$ cat src/rtl/pmem_arbiter_if.sv
// Client-side and pmem-side signal bundle for pmem_arbiter.
// master = the arbiter itself, slave = the clients plus the memory model.
interface pmem_arbiter_if #(
   parameter int NUM_CH = 2,
   parameter int ADDR_W = 32,
   parameter int LINE_W = 256,
   parameter int BEAT_W = 64
);
   logic [NUM_CH-1:0]        ch_read;
   logic [NUM_CH-1:0]        ch_write;
   logic [NUM_CH*ADDR_W-1:0] ch_address;
   logic [NUM_CH*LINE_W-1:0] ch_wdata;
   logic [LINE_W-1:0]        ch_rdata;
   logic [NUM_CH-1:0]        ch_resp;
   logic                     pmem_read;
   logic                     pmem_write;
   logic [ADDR_W-1:0]        pmem_address;
   logic [BEAT_W-1:0]        pmem_wdata;
   logic [BEAT_W-1:0]        pmem_rdata;
   logic                     pmem_resp;

   modport master (
      input  ch_read, ch_write, ch_address, ch_wdata, pmem_rdata, pmem_resp,
      output ch_rdata, ch_resp, pmem_read, pmem_write, pmem_address, pmem_wdata
   );
   modport slave (
      output ch_read, ch_write, ch_address, ch_wdata, pmem_rdata, pmem_resp,
      input  ch_rdata, ch_resp, pmem_read, pmem_write, pmem_address, pmem_wdata
   );
endinterface

$ cat src/rtl/pmem_arbiter.sv
// N-channel line arbiter onto a single burst pmem port; one line in flight at a time.
// Define PMEM_ARB_FIXED_PRIO_EN for fixed lowest-index priority instead of round-robin.
module pmem_arbiter #(
   parameter int NUM_CH = 2,
   parameter int ADDR_W = 32,
   parameter int LINE_W = 256,
   parameter int BEAT_W = 64
) (
   input logic          clk,
   input logic          rst,
   pmem_arbiter_if.master bus
);
   localparam int BURST_LEN = LINE_W / BEAT_W;
   localparam int CNT_W     = (BURST_LEN > 1) ? $clog2(BURST_LEN) : 1;
   localparam int CH_W      = (NUM_CH > 1) ? $clog2(NUM_CH) : 1;
   localparam int OFF_W     = $clog2(LINE_W / 8);

   typedef enum logic [1:0] {IDLE, BUSY_RD, BUSY_WR, DONE} state_e;

   state_e              state_q, state_d;
   logic [CH_W-1:0]     gnt_q, gnt_d;
   logic [CH_W-1:0]     rr_q, rr_d;
   logic [CNT_W-1:0]    cnt_q, cnt_d;
   logic [ADDR_W-1:0]   addr_q, addr_d;
   logic [LINE_W-1:0]   line_q, line_d;

   logic [NUM_CH-1:0]   req;
   logic [CH_W-1:0]     pick;
   logic                any_req;
   logic                last_beat;

   assign req       = bus.ch_read | bus.ch_write;
   assign last_beat = (cnt_q == CNT_W'(BURST_LEN - 1));

   // Walk from the rr pointer downwards in priority so the nearest requester wins.
   always_comb begin
      int idx;
      idx     = 0;
      pick    = '0;
      any_req = 1'b0;
      for (int k = NUM_CH - 1; k >= 0; k--) begin
         idx = int'(rr_q) + k;
         if (idx >= NUM_CH) idx = idx - NUM_CH;
         if (req[idx]) begin
            pick    = CH_W'(idx);
            any_req = 1'b1;
         end
      end
   end

   always_comb begin
      state_d = state_q;
      gnt_d   = gnt_q;
      rr_d    = rr_q;
      cnt_d   = cnt_q;
      addr_d  = addr_q;
      line_d  = line_q;
      case (state_q)
         IDLE: begin
            if (any_req) begin
               gnt_d   = pick;
               addr_d  = bus.ch_address[pick*ADDR_W +: ADDR_W];
               line_d  = bus.ch_wdata[pick*LINE_W +: LINE_W];
               cnt_d   = '0;
               state_d = bus.ch_write[pick] ? BUSY_WR : BUSY_RD;
            end
         end
         BUSY_RD, BUSY_WR: begin
            if (bus.pmem_resp) begin
               if (state_q == BUSY_RD) line_d[cnt_q*BEAT_W +: BEAT_W] = bus.pmem_rdata;
               if (last_beat) begin
                  cnt_d   = '0;
                  state_d = DONE;
               end else begin
                  cnt_d = cnt_q + 1'b1;
               end
            end
         end
         DONE: begin
            state_d = IDLE;
`ifdef PMEM_ARB_FIXED_PRIO_EN
            rr_d = '0;
`else
            rr_d = (gnt_q == CH_W'(NUM_CH - 1)) ? '0 : gnt_q + 1'b1;
`endif
         end
         default: state_d = IDLE;
      endcase
   end

   always_ff @(posedge clk or posedge rst) begin
      if (rst) begin
         state_q <= IDLE;
         gnt_q   <= '0;
         rr_q    <= '0;
         cnt_q   <= '0;
         addr_q  <= '0;
         line_q  <= '0;
      end else begin
         state_q <= state_d;
         gnt_q   <= gnt_d;
         rr_q    <= rr_d;
         cnt_q   <= cnt_d;
         addr_q  <= addr_d;
         line_q  <= line_d;
      end
   end

   // Pmem strobes decode straight from state so a reset drops them without waiting for an edge.
   assign bus.pmem_read    = (state_q == BUSY_RD);
   assign bus.pmem_write   = (state_q == BUSY_WR);
   assign bus.pmem_address = {addr_q[ADDR_W-1:OFF_W], OFF_W'(0)};
   assign bus.pmem_wdata   = line_q[cnt_q*BEAT_W +: BEAT_W];
   assign bus.ch_rdata     = line_q;
   assign bus.ch_resp      = (state_q == DONE) ? (NUM_CH'(1) << gnt_q) : '0;
endmodule

$ cat src/flat_wrapper.sv
// flat-port wrapper written by rule: the top's interface ports become plain ports
module pmem_arbiter_flat 
#(
   parameter int NUM_CH = 2,
   parameter int ADDR_W = 32,
   parameter int LINE_W = 256,
   parameter int BEAT_W = 64
)
  (clk, rst, bus_ch_read, bus_ch_write, bus_ch_address, bus_ch_wdata, bus_pmem_rdata, bus_pmem_resp, bus_ch_rdata, bus_ch_resp, bus_pmem_read, bus_pmem_write, bus_pmem_address, bus_pmem_wdata);
  pmem_arbiter_if #(.NUM_CH(NUM_CH), .ADDR_W(ADDR_W), .LINE_W(LINE_W), .BEAT_W(BEAT_W)) bus_i ();
  input logic clk;
  input logic rst;
  input wire logic [$bits(bus_i.ch_read)-1:0] bus_ch_read;
  input wire logic [$bits(bus_i.ch_write)-1:0] bus_ch_write;
  input wire logic [$bits(bus_i.ch_address)-1:0] bus_ch_address;
  input wire logic [$bits(bus_i.ch_wdata)-1:0] bus_ch_wdata;
  input wire logic [$bits(bus_i.pmem_rdata)-1:0] bus_pmem_rdata;
  input wire logic [$bits(bus_i.pmem_resp)-1:0] bus_pmem_resp;
  output wire logic [$bits(bus_i.ch_rdata)-1:0] bus_ch_rdata;
  output wire logic [$bits(bus_i.ch_resp)-1:0] bus_ch_resp;
  output wire logic [$bits(bus_i.pmem_read)-1:0] bus_pmem_read;
  output wire logic [$bits(bus_i.pmem_write)-1:0] bus_pmem_write;
  output wire logic [$bits(bus_i.pmem_address)-1:0] bus_pmem_address;
  output wire logic [$bits(bus_i.pmem_wdata)-1:0] bus_pmem_wdata;
  assign bus_i.ch_read = bus_ch_read;
  assign bus_i.ch_write = bus_ch_write;
  assign bus_i.ch_address = bus_ch_address;
  assign bus_i.ch_wdata = bus_ch_wdata;
  assign bus_i.pmem_rdata = bus_pmem_rdata;
  assign bus_i.pmem_resp = bus_pmem_resp;
  assign bus_ch_rdata = bus_i.ch_rdata;
  assign bus_ch_resp = bus_i.ch_resp;
  assign bus_pmem_read = bus_i.pmem_read;
  assign bus_pmem_write = bus_i.pmem_write;
  assign bus_pmem_address = bus_i.pmem_address;
  assign bus_pmem_wdata = bus_i.pmem_wdata;
  pmem_arbiter #(.NUM_CH(NUM_CH), .ADDR_W(ADDR_W), .LINE_W(LINE_W), .BEAT_W(BEAT_W)) u_core (.clk(clk), .rst(rst), .bus(bus_i));
endmodule
$ cat config.mk
export PLATFORM = sky130hd
export DESIGN_NAME = pmem_arbiter_flat
export DESIGN_NICKNAME = d
export VERILOG_FILES = /design/src/rtl/pmem_arbiter_if.sv /design/src/rtl/pmem_arbiter.sv /design/src/flat_wrapper.sv
export SDC_FILE = /design/constraint.sdc
export NUM_CORES = 1
export LEC_CHECK = 0
export CORE_AREA = 8 8 390 392
export CTS_CLUSTER_DIAMETER = 50
export DETAILED_ROUTE_END_ITERATION = 7
export DIE_AREA = 0 0 398 400
export DONT_BUFFER_PORTS = 1
export SLEW_MARGIN = 20
export SYNTH_ARGS = -nofsm -noshare
export SYNTH_HDL_FRONTEND = slang
export SYNTH_SLANG_ARGS = --single-unit
$ cat constraint.sdc
create_clock -name clk -period 8.5 [get_ports clk]
set_input_delay 0 -clock clk [delete_from_list [all_inputs] [get_ports clk]]
set_output_delay 0 -clock clk [all_outputs]
set_load 0.03 [all_outputs]
==> results of run 1 <==
-- per-stage QoR --
stage	cell area [um^2]	worst slack (ns)	cells	power (mW)
floorplan	19500	0.523	2329	9.24
global placement	21100	3.55	4017	12.5
detailed placement	21100	3.43	4019	12.6
CTS	28700	2.93	4691	16.5
global route	28800	2.53	4714	17.4
finish	28900	2.90	4736	16.7
-- routing by layer --
metal  vias up  track usage (%)
met1     11600             21.1
met5         -             2.52
met3       544             9.13
met2      2239             27.5
met4        52             9.37
li1       9518                -
-- layout make-up --
class	instances	area, um^2
clock buffers	65	1450
diodes	45	113
repair buffers	617	6090
multi-input cells	1746	11000
clock inverters	35	480
fillers	16000	117000
well taps	1930	2410
flip-flops and latches	289	7240
inverters	9	41.3
-- report_power, final --
| part | total, mW | switching [mW] | internal [mW] |
|---|---|---|---|
| Combinational | 9.39 | 5.84 | 3.55 |
| Clock | 2.36 | 0.877 | 1.49 |
| Sequential | 4.93 | 2.76 | 2.17 |
-- cell usage after synthesis (5+ instances only) --
master,number,area (um^2)
a31oi_1,320,2000
dfrtp_1,289,7230
nand2_1,288,1080
o21ai_0,284,1420
a21o_1,256,1920
nand3_1,256,1280
a21oi_1,195,976
clkbuf_1,132,495
buf_2,99,495
mux4_2,64,1440
buf_1,33,124
mux2i_1,28,280
buf_6,12,135
ha_1,10,125
buf_4,9,67.6
inv_1,8,30.0
and2_1,5,31.3
nor2_1,5,18.8
-- state kept, by name (all words and copies together), names as in the netlist --
register,flops
u_core.gnt_q,1
u_core.state_q,2
u_core.addr_q,27
u_core.bus.ch_rdata,256
u_core.rr_q,1
u_core.cnt_q,2
-- worst min-delay path by stage --
| stage | slack (ns) | end | startpoint |
|---|---|---|---|
| after floorplan | 0.15 | u_core.bus.ch_rdata[253] | bus_pmem_rdata[61] |
| after global placement | 0.05 | u_core.bus.ch_rdata[133] | rst |
| after detailed placement | 0.05 | u_core.bus.ch_rdata[133] | rst |
| after CTS | 0.007 | u_core.bus.ch_rdata[24] | bus_ch_read[1] |
| after global routing | 0.02 | u_core.bus.ch_rdata[176] | bus_ch_wdata[176] |
| final | 0.008 | u_core.bus.ch_rdata[133] | rst |
-- logic make-up (layout without fill, tap and decap cells) --
logic type                 count (synthesis)  in the layout  share of synthesized area [%]
other                                      1             50                         0.0193
DFF                                      289            289                           37.2
buffers and inverters                    294            726                           6.94
and+or+nand+nor                          572            572                           13.3
AOI/OAI and AO/OA                       1066           1066                           33.0
muxes                                     93             93                           8.90
adders and majority gates                 10             10                          0.643
-- critical path, delay by kind of cell, from the launching register on --
family	cells	cell delay, ns
compound gates	2	0.46
buf+inv	5	2.69
simple gates	2	0.92
fa+ha+maj	1	0.80
flops	1	0.39
-- timing repair --
item                                   4_1_cts  5_1_grt
endpoints found under the hold margin      376        0
setup endpoints to repair                    0        0
hold buffers                               572        0
==> results.cfg, run 1 <==
[sta]
rsz0062_at_grt = false
max_clock_freq_mhz = 179
holdWs_ns = 0.00768
clock_skew_ns = 0.0313
tns_ns = 0
finalCriticalPeriod_ns = 5.60
fin_crit_sh_pct = 65.9
finalHoldViolCount = 0
worst_slew_pin_slew_ns = 1.21
relSlewSlack_pct = 19.6
drv_slew = 0
final-setup-viol-count = 0

[floorplanning]
core-area_um2 = 146000
start_util_pct = 13.3
die_area_um2 = 159000
die_h_um = 400
rows = 141
ios = 1003
die_x_um = 398

[clock_tree]
clk_pin_slew_ns = 0.06
clock-sinks = 289
numCtsBuffers = 53
ctsResizeCount = 0
insertion_delay_ns = 0.62
cts_tree = built
ctsHtreeMaxLevel = 2
cts_buffer_depth = 3
cts_root_buffer = clkbuf_16
post_cts_buffers = 0

[drt]
vias_per_cell = 5.05
vias = 23900
route.detailed.drc = 1
drtIter0Drc = 3905
firstDrtPassIters = 8
met2_length_mm = 66.8
wl_per_cell_um = 32.7
wl_mm = 155
antenna_left = 0
met1_length_mm = 55.1
wl_met3_mm = 22.7
top_layer = met5

[global_routing]
grt_overflow_total = 0
grt_max_degree = 184
grt_use_total_pct = 18.2
grt_pass1_wl_mm = 205
grt_antenna_before_repair = 66
grt_pass1_vias = 23300

[synth]
ys_types = 39
synthCells = 2325
synth_area_um2 = 19500
ys.flop_type = dfrtp_1
postSynth.asyncResetShare_pct = 100
ys_seq_area_share_pct = 37.2
synth.avg_cell_area_um2 = 8.37
ys_ff_latch = 289
yosysWarnings = 0
synth_edf_count = 0

[flow_run]
maxCapViolCount = 0

[cells_and_area]
utilization_pct = 19.7
layout.nets = 3373
final_cell_mix = dlygate4sd3_1 (572), a31oi_1 (320), nand2_1 (287), dfrtp_1 (287), o21ai_0 (284)
drive_gt1_share_pct = 8.40
syn_to_final_growth_pct = 48.3
mostFrequentLayoutCell = dlygate4sd3_1

[setup_path]
crit_type = reg2reg
crit_path_end = u_core.bus.ch_rdata[160]
cp-end-kind = register
crit_top_cell = buf_4
cp_slowest_stage_delay_ns = 0.86
r2r_end = u_core.bus.ch_rdata[160]
ff2ff_path_depth = 10
regToRegSetupSlack_ns = 2.90
cp_cell_sequence = inv_1, ha_4, buf_4, nor2_1, a2111oi_4, buf_4, and2_4, buf_4, a31oi_1, dlygate4sd3_1
slowest_stage = buf_4
arrival_ns = 6.11
start_kind = register
worstPathRequired_ns = 9.01
timing.critical_path.from = u_core.state_q[1]
timing.rr.start = u_core.state_q[1]
critPathMaxFanout = 77

[min_path]
hp-class = in2async

[status]
status = finished with violations
violations = DRC

[power]
p_leak_nw = 10.3
p_per_area_nw_per_um2 = 578
ir_drop_mv = 0.311

[place]
hpwl_mm = 116
portBuffers = 0
place_congestion = 0.967
(Power assumes the default switching activity.)
==> run 2, diff against run 1 <==
==> constraint.sdc (replaced) <==
create_clock -name clk -period 4.6 [get_ports clk]
set_input_delay 0 -clock clk [delete_from_list [all_inputs] [get_ports clk]]
set_output_delay 0 -clock clk [all_outputs]
set_load 0.03 [all_outputs]
==> run 2 against run 1 <==
The flow now finishes without violations. Clock power is 67% higher. Die area stayed put. Power grew 82%. Design area is 0.21% lower. Wire length decreased by 2.6%. Global-route usage is 0.57 points lower. Sequential cell count is the same. Register-to-register slack worse by 2.3 ns. Worst setup slack worse by 2.3 ns. Clock-buffer cell count is 1 lower. Non-clock buffer count up 8. Combinational power up 87%. Critical path type unchanged. Largest cell class unchanged.
==> results.cfg, run 2 (same netlist as run 1, synthesis figures left out) <==
[clock_tree]
insertion_delay_ns = 0.63
cts_tree = built
ctsHtreeMaxLevel = 2
post_cts_buffers = 0
clk_pin_slew_ns = 0.06
numCtsBuffers = 50
clock-sinks = 289
cts_buffer_depth = 3
cts_root_buffer = clkbuf_16

[place]
place_congestion = 0.932
postPlaceCellArea_um2 = 21200
portBuffers = 0
preCtsSetupSlack_ns = 1.03
hpwl_mm = 112

[cells_and_area]
final_cell_mix = dlygate4sd3_1 (576), a31oi_1 (320), nand2_1 (287), dfrtp_1 (287), o21ai_0 (284)
drive_gt1_share_pct = 8.25
syn_to_final_growth_pct = 48.0
layout.nets = 3378
largest_reg_flops = 256
finalInstanceArea_um2 = 28800
mostFrequentLayoutCell = dlygate4sd3_1

[floorplanning]
die_x_um = 398
die_h_um = 400
start_util_pct = 13.3
rows = 141
ios = 1003
core-area_um2 = 146000
die_area_um2 = 159000

[setup_path]
cp-end-kind = register
arrival_ns = 4.56
start_kind = register
crit_type = reg2reg
worstPathRequired_ns = 5.13
ff2ff_path_depth = 9
timing.rr.start = u_core.state_q[0]
regToRegSetupSlack_ns = 0.57
critPathMaxFanout = 34
r2r_end = u_core.bus.ch_rdata[122]

[power]
p_per_area_nw_per_um2 = 1060
total_power_mw = 30.4
p_leak_nw = 10.2
ir_drop_mv = 1.71

[min_path]
hold_path_depth = 3
hp-class = in2reg
worstHoldStart = bus_ch_wdata[60]
hold_end = u_core.bus.ch_rdata[60]

[drt]
wl_per_cell_um = 31.9
wl_mm = 151
firstDrtPassIters = 8
vias_per_cell = 5.03
route.detailed.drc = 0
antenna_left = 0
vias = 23800
drtIter0Drc = 3848

[global_routing]
grt_antenna_before_repair = 60
grt_pass1_vias = 22800
grt_max_degree = 183
grt_pass1_wl_mm = 199
grt_use_total_pct = 17.7
grt_overflow_total = 0

[sta]
final-setup-viol-count = 0
drv_slew = 0
clock_skew_ns = 0.0507
worst_slew_pin_slew_ns = 1.28
tns_ns = 0
relSlewSlack_pct = 14.9
fin_crit_sh_pct = 87.6
finalHoldViolCount = 0
setup_slack_ns = 0.572
rsz0062_at_grt = false
max_clock_freq_mhz = 248
finalCriticalPeriod_ns = 4.03

[status]
status = finished clean

[flow_run]
maxCapViolCount = 0
## run 2: changes by cell type in the layout (fill, tap and decap cells not counted), moves of 2 or more
cell           before  now
diode_2            45   31
buf_12              1   12
bufinv_16           8    3
inv_8               7    2
buf_4              41   37
clkbuf_16          55   51
clkinvlp_4          3    7
dlygate4sd3_1     572  576
buf_6               2    0
clkbuf_1            6    8
clkinv_4            5    3
## run 2: per-stage QoR
| stage | hold WS (ns) | util, % | std cells |
|---|---|---|---|
| floorplan | 0.151 | - | 2329 |
| global placement | -0.0302 | 14.5 | 4022 |
| detailed placement | -0.0361 | 14.5 | 4022 |
| CTS | 0.0382 | 19.6 | 4692 |
| global route | 0.0650 | 19.7 | 4711 |
| finish | 0.00106 | 19.7 | 4724 |
## run 2: per-layer routing
| metal | vias up | part of all wire (%) | global-route usage [%] |
|---|---|---|---|
| met5 | - | 0.15 | 0.338 |
| met3 | 482 | 13 | 6.74 |
| li1 | 9493 | - | - |
| met1 | 11600 | 37 | 21.5 |
| met4 | 30 | 5.7 | 8.21 |
| met2 | 2192 | 44 | 27.5 |
## run 2: repair_timing
item	in CTS	in global routing
hold buffers	576	0
hold endpoints to repair	576	0
resized for setup	0	0
## run 2: area by class of cell
class / count / area (um^2)
clock inverter: 30 / 349
antenna: 31 / 77.6
tap: 1930 / 2410
clock buffer: 64 / 1380
timing repair buffer: 625 / 6280
fill: 15900 / 117000
multi-input combinational: 1746 / 11000
sequential: 289 / 7240
inverter: 9 / 37.5
## run 2: power breakdown
group	internal, mW	switching [mW]
Sequential	4.02	4.86
Clock	2.34	1.60
Combinational	6.69	10.9
Total	13.0	17.4
## run 2: worst max-delay path by stage
stage	endpoint	cells after the start	slack, ns	from
floorplan	u_core.addr_q[10]	1	0.77	rst
global placement	u_core.bus.ch_rdata[178]	8	1.09	u_core.state_q[1]
detailed placement	u_core.bus.ch_rdata[189]	8	1.03	u_core.state_q[1]
CTS	u_core.bus.ch_rdata[180]	9	0.47	u_core.state_q[1]
global route	u_core.bus.ch_rdata[164]	9	0.30	u_core.state_q[1]
finish	u_core.bus.ch_rdata[122]	9	0.57	u_core.state_q[0]
## run 2: critical path: stages (launching register included)
cell and delay [ns]:
dfrtp_1 0.38, inv_1 0.12, ha_4 0.68, nor2_1 0.33
a2111oi_4 0.30, buf_4 0.52, buf_4 0.58, a21oi_1 0.17
a31oi_1 0.17, dlygate4sd3_1 0.55
